--- src/rtl/fetch_stage.sv ---
// fetch_stage -- instruction fetch stage with PC register and IF/ID pipeline register.
//
// Purpose:
//   Holds the program counter, presents it combinationally to instruction
//   memory, and latches the returned instruction word together with PC+4
//   into the IF/ID register. It also counts the valid instructions that
//   have been latched.
//   Priority of controls: reset > branch_taken > flush > stall > normal.
//
// Ports:
//   clk          in   1   rising-edge clock for all state
//   rst_n        in   1   synchronous active-low reset
//   stall        in   1   hold PC and IF/ID register
//   flush        in   1   load a bubble into IF/ID (PC still advances unless stalled)
//   branch_taken in   1   redirect PC to branch_addr and load a bubble into IF/ID
//   branch_addr  in  32   redirect target, bits [1:0] ignored
//   imem_addr    out 32   byte address to instruction memory (equals PC)
//   imem_data    in  32   instruction word for imem_addr, combinational
//   if_id_instr  out 32   registered instruction
//   if_id_pc4    out 32   registered PC+4 of if_id_instr
//   if_id_valid  out  1   if_id_instr is a real fetched instruction
//   fetch_count  out 32   number of valid instructions latched (wraps)

module fetch_stage #(
  parameter logic [31:0] RESET_PC = 32'h0000_0000
) (
  input  logic        clk,
  input  logic        rst_n,
  input  logic        stall,
  input  logic        flush,
  input  logic        branch_taken,
  input  logic [31:0] branch_addr,
  output logic [31:0] imem_addr,
  input  logic [31:0] imem_data,
  output logic [31:0] if_id_instr,
  output logic [31:0] if_id_pc4,
  output logic        if_id_valid,
  output logic [31:0] fetch_count
);

  // Only the word index is stored, so PC[1:0] is zero by construction.
  logic [29:0] pc_word;
  logic [31:0] pc;
  logic [31:0] pc_plus4;

  assign pc        = {pc_word, 2'b00};
  // 32-bit add drops the carry, so 32'hFFFF_FFFC + 4 wraps to 0.
  assign pc_plus4  = pc + 32'd4;
  assign imem_addr = pc;

  always_ff @(posedge clk) begin
    if (!rst_n) begin
      pc_word     <= RESET_PC[31:2];
      if_id_instr <= 32'h0000_0000;
      if_id_pc4   <= 32'h0000_0000;
      if_id_valid <= 1'b0;
      fetch_count <= 32'h0000_0000;
    end else if (branch_taken) begin
      // A redirect wins over stall: the PC moves even when the stage is held.
      pc_word     <= branch_addr[31:2];
      if_id_instr <= 32'h0000_0000;
      if_id_pc4   <= 32'h0000_0000;
      if_id_valid <= 1'b0;
    end else if (flush) begin
      if (!stall) begin
        pc_word <= pc_plus4[31:2];
      end
      if_id_instr <= 32'h0000_0000;
      if_id_pc4   <= 32'h0000_0000;
      if_id_valid <= 1'b0;
    end else if (!stall) begin
      pc_word     <= pc_plus4[31:2];
      if_id_instr <= imem_data;
      if_id_pc4   <= pc_plus4;
      if_id_valid <= 1'b1;
      fetch_count <= fetch_count + 32'd1;
    end
  end

endmodule

--- config.mk ---
export PLATFORM = sky130hd
export DESIGN_NAME = fetch_stage
export DESIGN_NICKNAME = d
export VERILOG_FILES = /design/src/rtl/fetch_stage.sv
export SDC_FILE = /design/constraint.sdc
export NUM_CORES = 1
export LEC_CHECK = 0
export CORE_MARGIN = 8
export CORE_UTILIZATION = 30
export DETAILED_ROUTE_END_ITERATION = 8
export GPL_TIMING_DRIVEN = 0
export REMOVE_ABC_BUFFERS = 1
export SLEW_MARGIN = 15
export SYNTH_ARGS = -nofsm -noshare
export SYNTH_HDL_FRONTEND = slang
export SYNTH_SLANG_ARGS = --single-unit
--- constraint.sdc ---
create_clock -name clk -period 3.7 [get_ports clk]
set_clock_uncertainty 0.05 [all_clocks]
set_input_delay 1.11 -clock clk [delete_from_list [all_inputs] [get_ports clk]]
set_output_delay 1.11 -clock clk [all_outputs]
set_load 0.05 [all_outputs]
==> qor.txt <==
Vias -> 5875
initial core utilization -> 0.305
Diodes inserted -> 0
WP data arrival -> 3390 ps
mux share of post-synthesis cell area -> 0.0626
port bufs -> 191
Fmax achieved -> 322 MHz
global-route wire length before repair -> 31400 µm
Final min period -> 3100 ps
GPL Wtd Cong -> 0.833
worst slew pin tran -> 876 ps
die extent in y -> 156 µm
Power, Total -> 0.00360 W
layout cell share with drive strength beyond 1 -> 0.0549
Synth async-reset ratio -> 0
Worst setup EP type -> register
clk buf depth -> 2
leakage -> 2.79 nW
vias in the first global route -> 5642
CP Class -> primary input to register
Setup WS post-layout -> 597 ps
Post-CTS Hold Fix Bufs -> 0
CTS Buf Count -> 17
Hold Crit Class -> register to register
fin. max-slew vios -> 0
overall routing resource usage -> 0.163
syn avg cell area -> 8.44 µm²
total congestion overflow -> 0
largest net degree at the start of global routing -> 55
via-per-instance ratio -> 5.16
Netlist Area Pre-Place -> 5920 µm²
Max Fanout on Critical Path -> 14
max-cap violations -> 0
post-route ant nets -> 0
area of the die -> 24500 µm²
Die Wd -> 156 µm
Setup Fix Bufs, Post-CTS -> 0
synthesis-to-layout area growth -> 45.2%
Post-Syn Instances -> 701
PwrDens -> 419 nW/µm²
root buf cell -> clkbuf_16
drc violations -> 0
final setup fails -> 0
Synth Register Bits -> 125
final core occ -> 0.443
Post-Synth XOR/XNOR Area -> 0.0415
Final #Nets -> 932
Place WS -> -314 ps
CTS tree -> done
final wirelength -> 20100 µm
num rows -> 51
critical path data required time -> 3990 ps
relative max-transition margin -> 0.410
Clock transition at path regs -> 60 ps
Adder-Cell Fraction of Synth Area -> 0.00423
fin cells -> 1139
register area share after synthesis -> 0.423
wire per inst -> 17.7 µm
status -> completed
core area -> 19400 µm²
placed insts -> 1107
Synth cell types -> 44
final hold violation count -> 0
drt pass-1 iters -> 5
ys flop type -> dfxtp_1
clk sink count -> 125
Compound-Gate Fraction of Synth Area -> 0.174
Peak supply drop -> 304 µV
Iter 0 DRT Violations -> 455
dpl hpwl -> 14300 µm
EDFF count, synth -> 0
initial antenna violation count -> 0
YS warnings -> 0
fin crit share -> 0.839
crit start category -> primary input
IO Pins -> 198
H-tree Lvls -> 4
later-pin clock latency in the skew report -> 410 ps
Synth Area in Simple Gates -> 0.243
RSZ-0062 raised after global routing -> no
largest family of logic cells by synthesized area -> simple AND/OR/NAND/NOR gates
-- path summary, 6_finish.rpt --
kind	from	to	slack (ps)	depth (start not counted)
min reg2reg	if_id_pc4[8]$_SDFFE_PP0N_	if_id_pc4[8]$_SDFFE_PP0N_	410	2
max	flush	fetch_count[19]$_SDFFE_PN0P_	600	5
min	if_id_pc4[8]$_SDFFE_PP0N_	if_id_pc4[8]$_SDFFE_PP0N_	410	2
max reg2reg	pc_word[7]$_SDFFE_PN0P_	pc_word[24]$_SDFFE_PN0P_	1090	4
-- power by group --
group          internal [W]  leakage (nW)  switching [W]
sequential          0.00138          1.02      0.0000551
combinational      0.000181          1.50       0.000273
clock               0.00106         0.277       0.000648
total               0.00262          2.79       0.000976
-- sequential cells by signal (all words and copies together) (netlist names) --
register and flops:
if_id_valid 1, if_id_instr 32, fetch_count 32, pc_word 30, if_id_pc4 30
-- cell usage in the layout, fill, tap and decap left out, types with 18 or more instances in the layout --
cell type	synthesis	final
clkdlybuf4s50_1	0	188
dfxtp_1	125	125
o21ai_0	66	66
nor2_1	57	57
nand2_1	46	46
a21oi_1	42	42
mux2i_1	37	37
nand3_1	22	22
or4_1	22	22
or3_1	22	21
a31oi_1	21	21
nor4_1	21	20
xnor2_1	18	18
-- layer usage --
metal  share of wire  wire length [µm]  vias to the layer above  track usage
met2            0.47              9520                      176        0.262
met4           0.011               219                        0       0.0458
li1                -                 -                     2920            -
met3           0.074              1490                       12       0.0527
met5               0                 0                        -            0
met1            0.44              8900                     2767        0.204
-- critical path, stage by stage --
cell and delay (ps):
clkdlybuf4s50_1 510, or3_1 410, or4_1 740, or4_1 470, a21oi_1 140
-- cell usage after synthesis (all sizes together), types with 3 or more instances --
library cell    n  area [µm²]
a211oi          9        67.6
a21oi          42         210
a311oi          9        78.8
a31oi          21         131
and3            7        43.8
and4            9        78.8
buf            16        97.6
clkbuf         41         154
dfxtp         125        2500
inv            12        45.0
mux2i          37         370
nand2          46         173
nand2b          7        43.8
nand3          22         110
nand4          15        93.8
nand4bb         4        45.0
nor2           57         214
nor2b           3        18.8
nor3           17        85.1
nor4           21         131
o21ai          66         330
o31ai          15         113
o41ai           6        52.6
or2             3        18.8
or3            23         149
or4            22         165
xnor2          18         158
xor2           10        87.6
-- stage by stage --
| stage | area [µm²] | TNS [ps] | hold slack (ps) |
|---|---|---|---|
| 2_1_floorplan | 5680 | 0 | 625 |
| 3_3_place_gp | 7920 | -240570 | 394 |
| 3_5_place_dp | 7990 | -3760 | 405 |
| 4_1_cts | 8580 | 0 | 419 |
| 5_1_grt | 8590 | 0 | 439 |
| 6_report | 8590 | 0 | 411 |
-- what timing repair did --
item,4_1_cts,5_1_grt
resized for setup,0,1
hold endpoints to repair,0,0
setup endpoints to repair,0,1
-- final cells by class --
type | count | area, µm²
clock buffer | 17 | 425
clock inverter | 15 | 173
fill | 1925 | 10800
inverter | 13 | 50.0
multi-input combinational | 509 | 3140
sequential | 125 | 2500
tap | 265 | 332
timing repair buffer | 195 | 1970
-- logic make-up (layout without fill, tap and decap cells) --
logic type,count (synthesis),count (layout)
buffers and inverters,70,240
adders and majority gates,2,2
DFF,125,125
AOI/OAI and AO/OA,174,174
and+or+nand+nor,264,264
muxes,37,37
xor gates and xnor gates,28,28
other,1,4
(Power assumes the default switching activity.)
==> RTL edit 1 (config.mk and constraints unchanged) <==
Reset style: asynchronous (`rst_n`), changed in one clocked block. Comments in the files are not updated.
--- a/src/rtl/fetch_stage.sv
+++ b/src/rtl/fetch_stage.sv
@@ -49,5 +49,5 @@
   assign imem_addr = pc;
 
-  always_ff @(posedge clk) begin
+  always_ff @(posedge clk or negedge rst_n) begin
     if (!rst_n) begin
       pc_word     <= RESET_PC[31:2];
Function: differs if rst_n is asserted again (counterexample within 4 cycles, from zero or initial values and one cycle with rst_n low); with rst_n held inactive, the same outputs for 4 cycles.
==> RTL edit 1 against the unedited design <==
  * Sequential cell count unchanged
  * Synthesized area is 2.3% higher
  * Setup slack better by 0.059 ns
  * Power is 17% higher
  * Worst hold slack improved by 0.012 ns
  * Final area is 3.0% higher
  * Synthesized cell count shrank 14%
  * Wire length fell by 10%
  * Critical endpoint is now imem_addr[13]
==> RTL edit 1: results (changes against the unedited design) <==
| Metric | Value |
|---|---|
| Share of post-route cells with drive strength above 1 | `7.29% (+1.8 points)` |
| H-tree depth | `4 (unchanged)` |
| GPL Wtd Cong | `0.735 (-12%)` |
| Synth top cells by count | `125 x dfrtp_1, 72 x nor2_1, 66 x xnor2_1, 59 x nand2_1, 44 x o21ai_0` |
| Hold path cells | `1 (-1)` |
| DRT met1 WL | `7870 um (-12%)` |
| Synth Flop Type | `dfrtp_1` |
| # resized after CTS | `0 (unchanged)` |
| Routed wire length | `18100 um (-10%)` |
| N_diodes | `0 (unchanged)` |
| Top layer in use | `met5` |
| Register area share after synthesis | `51.7% (+9.4 points)` |
| Synthesized area per cell | `9.98 um^2 (+18%)` |
| Synth top area cells | `dfrtp_1 52%, xnor2_1 9.6%, mux2i_1 5.5%` |
| Clk Latency, worst-skew pair | `0.42 ns` |
| Crit-path slowest cell | `clkdlybuf4s50_1` |
| Max clock buf depth | `2 (unchanged)` |
| CTS Root Cell | `clkbuf_16` |
| Reg clk slew, reported paths | `0.06 ns (about the same)` |
| Placed cell area | `0.00821 mm^2 (+2.8%)` |
| Antenna violations before repair | `1 (+1)` |
| Drt initial violations | `180 (-60%)` |
| Power Density | `474 mW/mm^2 (+13%)` |
| Total CTS buffers | `17 (unchanged)` |
| Vias post-DR | `4893 (-17%)` |
| Met2 wire length | `8160 um (-14%)` |
| Worst VDD drop | `0.000307 V (+1.2%)` |
| Yosys cell types | `36 (-18%)` |
| Type of the most critical hold path | `reg -> reg` |
| Outcome | `complete, no violations` |
| Synth async-reset ratio | `100% (+100 points)` |
| Slowest Stage Delay on Critical Path | `0.90 ns (+0.16 ns)` |
| Layout net count | `854 (-8.4%)` |
| Fillers | `1988 (+3.3%)` |
| Largest net degree at the start of global routing | `90 (+64%)` |
| Drt pass-1 iters | `4 (-1)` |
| Number of port buffers | `191 (unchanged)` |
| R2R cell count | `5 (+1)` |
| Yosys synthesis warning count | `0 (unchanged)` |
| Leakage power | `3.56 nW (+27%)` |
| WP data required | `2.54 ns (-1.45 ns)` |
| Gr usage total | `14.7% (-1.6 points)` |
| First-pass GRT wire length | `28300 um (-9.9%)` |
| Met3 WL post-DR | `1910 um (+28%)` |
| Worst slew pin tran | `0.990 ns (+0.113 ns)` |
| Dpl cells | `1034 (-6.6%)` |
| Non-Filler Instances | `1066 (-6.4%)` |
| Vias in the first global route | `5146 (-8.8%)` |
| Placed wire-length estimate | `12800 um (-11%)` |
| Max FO, Critical Path | `10 (-4)` |
| Crit-path leading delay family | `buffers and inverters` |
RTL edit 1: path summary, 6_finish.rpt:
check | startpoint | to | slack [ns]
setup / recovery | pc_word[11] | imem_addr[13] | 0.66
hold / removal | if_id_valid | if_id_valid | 0.42
setup reg to reg | pc_word[7] | if_id_pc4[31] | 1.17
hold reg to reg | if_id_valid | if_id_valid | 0.42
max in group asynchronous | rst_n | if_id_instr[20] | 2.32
min in group asynchronous | rst_n | fetch_count[28] | 0.50
RTL edit 1: report_power, final:
part / leakage [nW] / switching, W / internal [W]
clock network: 0.301 / 0.000675 / 0.00114
logic: 1.60 / 0.000507 / 0.000307
registers: 1.66 / 0.000121 / 0.00145
RTL edit 1: per-stage QoR:
stage / hold WS [ns] / worst slack (ns) / power (W)
2_1_floorplan: 0.714 / 1.12 / 0.00203
3_3_place_gp: 0.415 / -3.98 / 0.00241
3_5_place_dp: 0.417 / 0.299 / 0.00241
4_1_cts: 0.426 / 0.643 / 0.00427
5_1_grt: 0.461 / 0.523 / 0.00438
6_report: 0.423 / 0.656 / 0.00420
RTL edit 1: cell families after synthesis:
logic type      after synthesis  synth area share, %
simple gates                231                 19.3
flops                       125                 51.7
xor+xnor                     88                 12.7
compound gates               82                 6.87
buf+inv                      43                 3.33
mux                          34                 5.65
fa+ha+maj                     2                0.413
other cells                   1               0.0620
RTL edit 1: layout make-up:
cell class,count,share of cell area (%)
clock inverter,15,2.40
inverter,3,0.127
tap,270,3.82
sequential,125,35.3
multi-input combinational,441,30.9
clock buffer,17,4.81
timing repair buffer,195,22.6
RTL edit 1: layer usage:
layer	up-vias	GRT usage, %
li1	2409	-
met1	2331	17.8
met2	138	22.9
met3	13	7.15
met4	2	3.91
met5	-	0
==> RTL edit 2 (config.mk and constraints unchanged) <==
Without the edit above. Put one more register stage on the output `fetch_count`, with the module's reset. The value now appears one clock later. The other outputs are not delayed to match.
--- a/src/rtl/fetch_stage.sv
+++ b/src/rtl/fetch_stage.sv
@@ -39,4 +39,6 @@
 );
 
+  logic [31:0] fetch_count_s0;
+
   // Only the word index is stored, so PC[1:0] is zero by construction.
   logic [29:0] pc_word;
@@ -55,5 +57,5 @@
       if_id_pc4   <= 32'h0000_0000;
       if_id_valid <= 1'b0;
-      fetch_count <= 32'h0000_0000;
+      fetch_count_s0 <= 32'h0000_0000;
     end else if (branch_taken) begin
       // A redirect wins over stall: the PC moves even when the stage is held.
@@ -74,5 +76,13 @@
       if_id_pc4   <= pc_plus4;
       if_id_valid <= 1'b1;
-      fetch_count <= fetch_count + 32'd1;
+      fetch_count_s0 <= fetch_count_s0 + 32'd1;
+    end
+  end
+
+  always_ff @(posedge clk) begin
+    if (!rst_n) begin
+      fetch_count <= '0;
+    end else begin
+      fetch_count <= fetch_count_s0;
     end
   end
Check against the original RTL: not equivalent (Yosys sat finds a counterexample within 4 cycles, from zero or initial values and one cycle with rst_n low).
==> RTL edit 2 against the unedited design <==
  * Critical path type unchanged
  * Synthesized area is 11% higher
  * Setup slack worse by 0.28 ns
  * Sequential cell count is 32 higher
  * Power is 13% higher
  * Wire length is 6.4% lower
  * Highest routed layer unchanged
  * Sequential power is 24% higher
  * Core utilization is 1.3 points lower
  * Final area is 8.5% higher
==> RTL edit 2: results (changes against the unedited design) <==
| Metric | Value |
|---|---|
| Hold EP | `if_id_valid` |
| Final worst slack | `0.319 ns (-0.278 ns)` |
| Hold path cells | `2 (unchanged)` |
| Critical Path Sink | `fetch_count_s0[23]` |
| Synthesized area per cell | `9.09 um^2 (+7.7%)` |
| RR Startpoint | `pc_word[0]` |
| Worst rel slew slack | `36.3% (-4.7 points)` |
| Max FO, Critical Path | `22 (+8)` |
| Layout net count | `958 (+2.8%)` |
| Synth top cells by count | `157 x dfxtp_1, 73 x nor2_1, 69 x and2_1, 50 x o21ai_0, 47 x xnor2_1` |
| Register area share after synthesis | `47.8% (+5.5 points)` |
| Yosys cell types | `39 (-11%)` |
| R2R cell count | `5 (+1)` |
| Yosys synthesis warning count | `0 (unchanged)` |
| Clk Latency, worst-skew pair | `0.41 ns (about the same)` |
| Worst r2r dst | `pc_word[22]` |
| Slowest Stage Delay on Critical Path | `0.91 ns (+0.17 ns)` |
| Largest regs | `fetch_count (32), fetch_count_s0 (32), if_id_instr (32)` |
| Crit-path slowest cell | `clkdlybuf4s50_1` |
| Max clock buf depth | `2 (unchanged)` |
| Drt pass-1 iters | `5 (unchanged)` |
| Reg clk slew, reported paths | `0.07 ns` |
| Antenna violations before repair | `0 (unchanged)` |
| Share of post-route cells with drive strength above 1 | `5.44% (-0.048 points)` |
| N_diodes | `0 (unchanged)` |
| Vias in the first global route | `5190 (-8.0%)` |
| Type of the most critical hold path | `reg -> reg` |
| Vias post-DR | `5471 (-6.9%)` |
| GPL Wtd Cong | `0.747 (-10%)` |
| Synth async-reset ratio | `0% (unchanged)` |
| Dpl cells | `1146 (+3.5%)` |
| Worst VDD drop | `0.000281 V (-7.4%)` |
| Placed wire-length estimate | `13200 um (-8.0%)` |
| Drt initial violations | `303 (-33%)` |
| Largest net degree at the start of global routing | `59 (+7.3%)` |
| Gr usage total | `13.6% (-2.6 points)` |
| Leakage power | `3.40 nW (+22%)` |
| Outcome | `complete, no violations` |
| Hold path start | `if_id_valid` |
| Crit path launch | `branch_taken` |
| Synth top area cells | `dfxtp_1 48%, and2_1 6.6%, xnor2_1 6.3%` |
| Post-synth EDFFs | `0 (unchanged)` |
| CTS Root Cell | `clkbuf_16` |
| DP Worst Slack | `-0.802 ns (-0.488 ns)` |
| Synth Flop Type | `dfxtp_1` |
| Crit-path leading delay family | `simple AND/OR/NAND/NOR gates` |
| Vias/cell | `4.64 (-10%)` |
| Placed cell area | `0.00869 mm^2 (+8.8%)` |
| Post-CTS Hold Buffers | `0 (unchanged)` |
| First-pass GRT wire length | `29200 um (-7.0%)` |
| Routed wire length | `18800 um (-6.4%)` |
[RTL edit 2: logic make-up after synthesis]
group	count (synthesis)	synth area share, %
AOI/OAI and AO/OA	109	8.99
muxes	38	5.79
and+or+nand+nor	273	22.4
adders and majority gates	2	0.381
xor gates and xnor gates	79	10.5
buffers and inverters	64	4.04
DFF	157	47.8
other	1	0.0571
[RTL edit 2: layout make-up]
class                      count  area [um^2]
fill                        2146        12400
sequential                   157         3140
multi-input combinational    505         3180
clock inverter                14          170
tap                          280          350
inverter                      10         37.5
clock buffer                  18          439
timing repair buffer         196         2000
[RTL edit 2: stage by stage]
stage | setup TNS, ns | hold WS [ns]
floorplan | 0 | 0.395
global placement | -277.61 | 0.389
detailed placement | -15.63 | 0.397
CTS | 0 | 0.410
global route | 0 | 0.425
finish | 0 | 0.407
[RTL edit 2: power breakdown]
part | switching [W] | total, W | leakage [nW] | internal [W]
clock | 0.000789 | 0.00183 | 0.300 | 0.00104
sequential | 0.0000539 | 0.00178 | 1.27 | 0.00173
combinational | 0.000256 | 0.000444 | 1.83 | 0.000188
total | 0.00110 | 0.00406 | 3.40 | 0.00296
[RTL edit 2: worst register-to-register path: stages (launching register included)]
cell and delay [ns]:
dfxtp_1 0.46, ha_1 0.28, nand4b_1 0.31, or4_1 0.82, o21a_1 0.26, o311a_1 0.31
[RTL edit 2: layer usage]
metal / wire length [um] / vias up / GRT usage (%)
met5: 0 / - / 0
met4: 260 / 0 / 4.09
met3: 1050 / 17 / 3.98
met2: 9020 / 115 / 22.4
met1: 8500 / 2556 / 17.0
li1: - / 2783 / -
[RTL edit 2: repair_timing]
item / in CTS / in global routing
gates resized for setup: 0 / 1
buffers inserted: 2 / 0
pin swaps: 1 / 0
endpoints found under the setup margin: 7 / 13
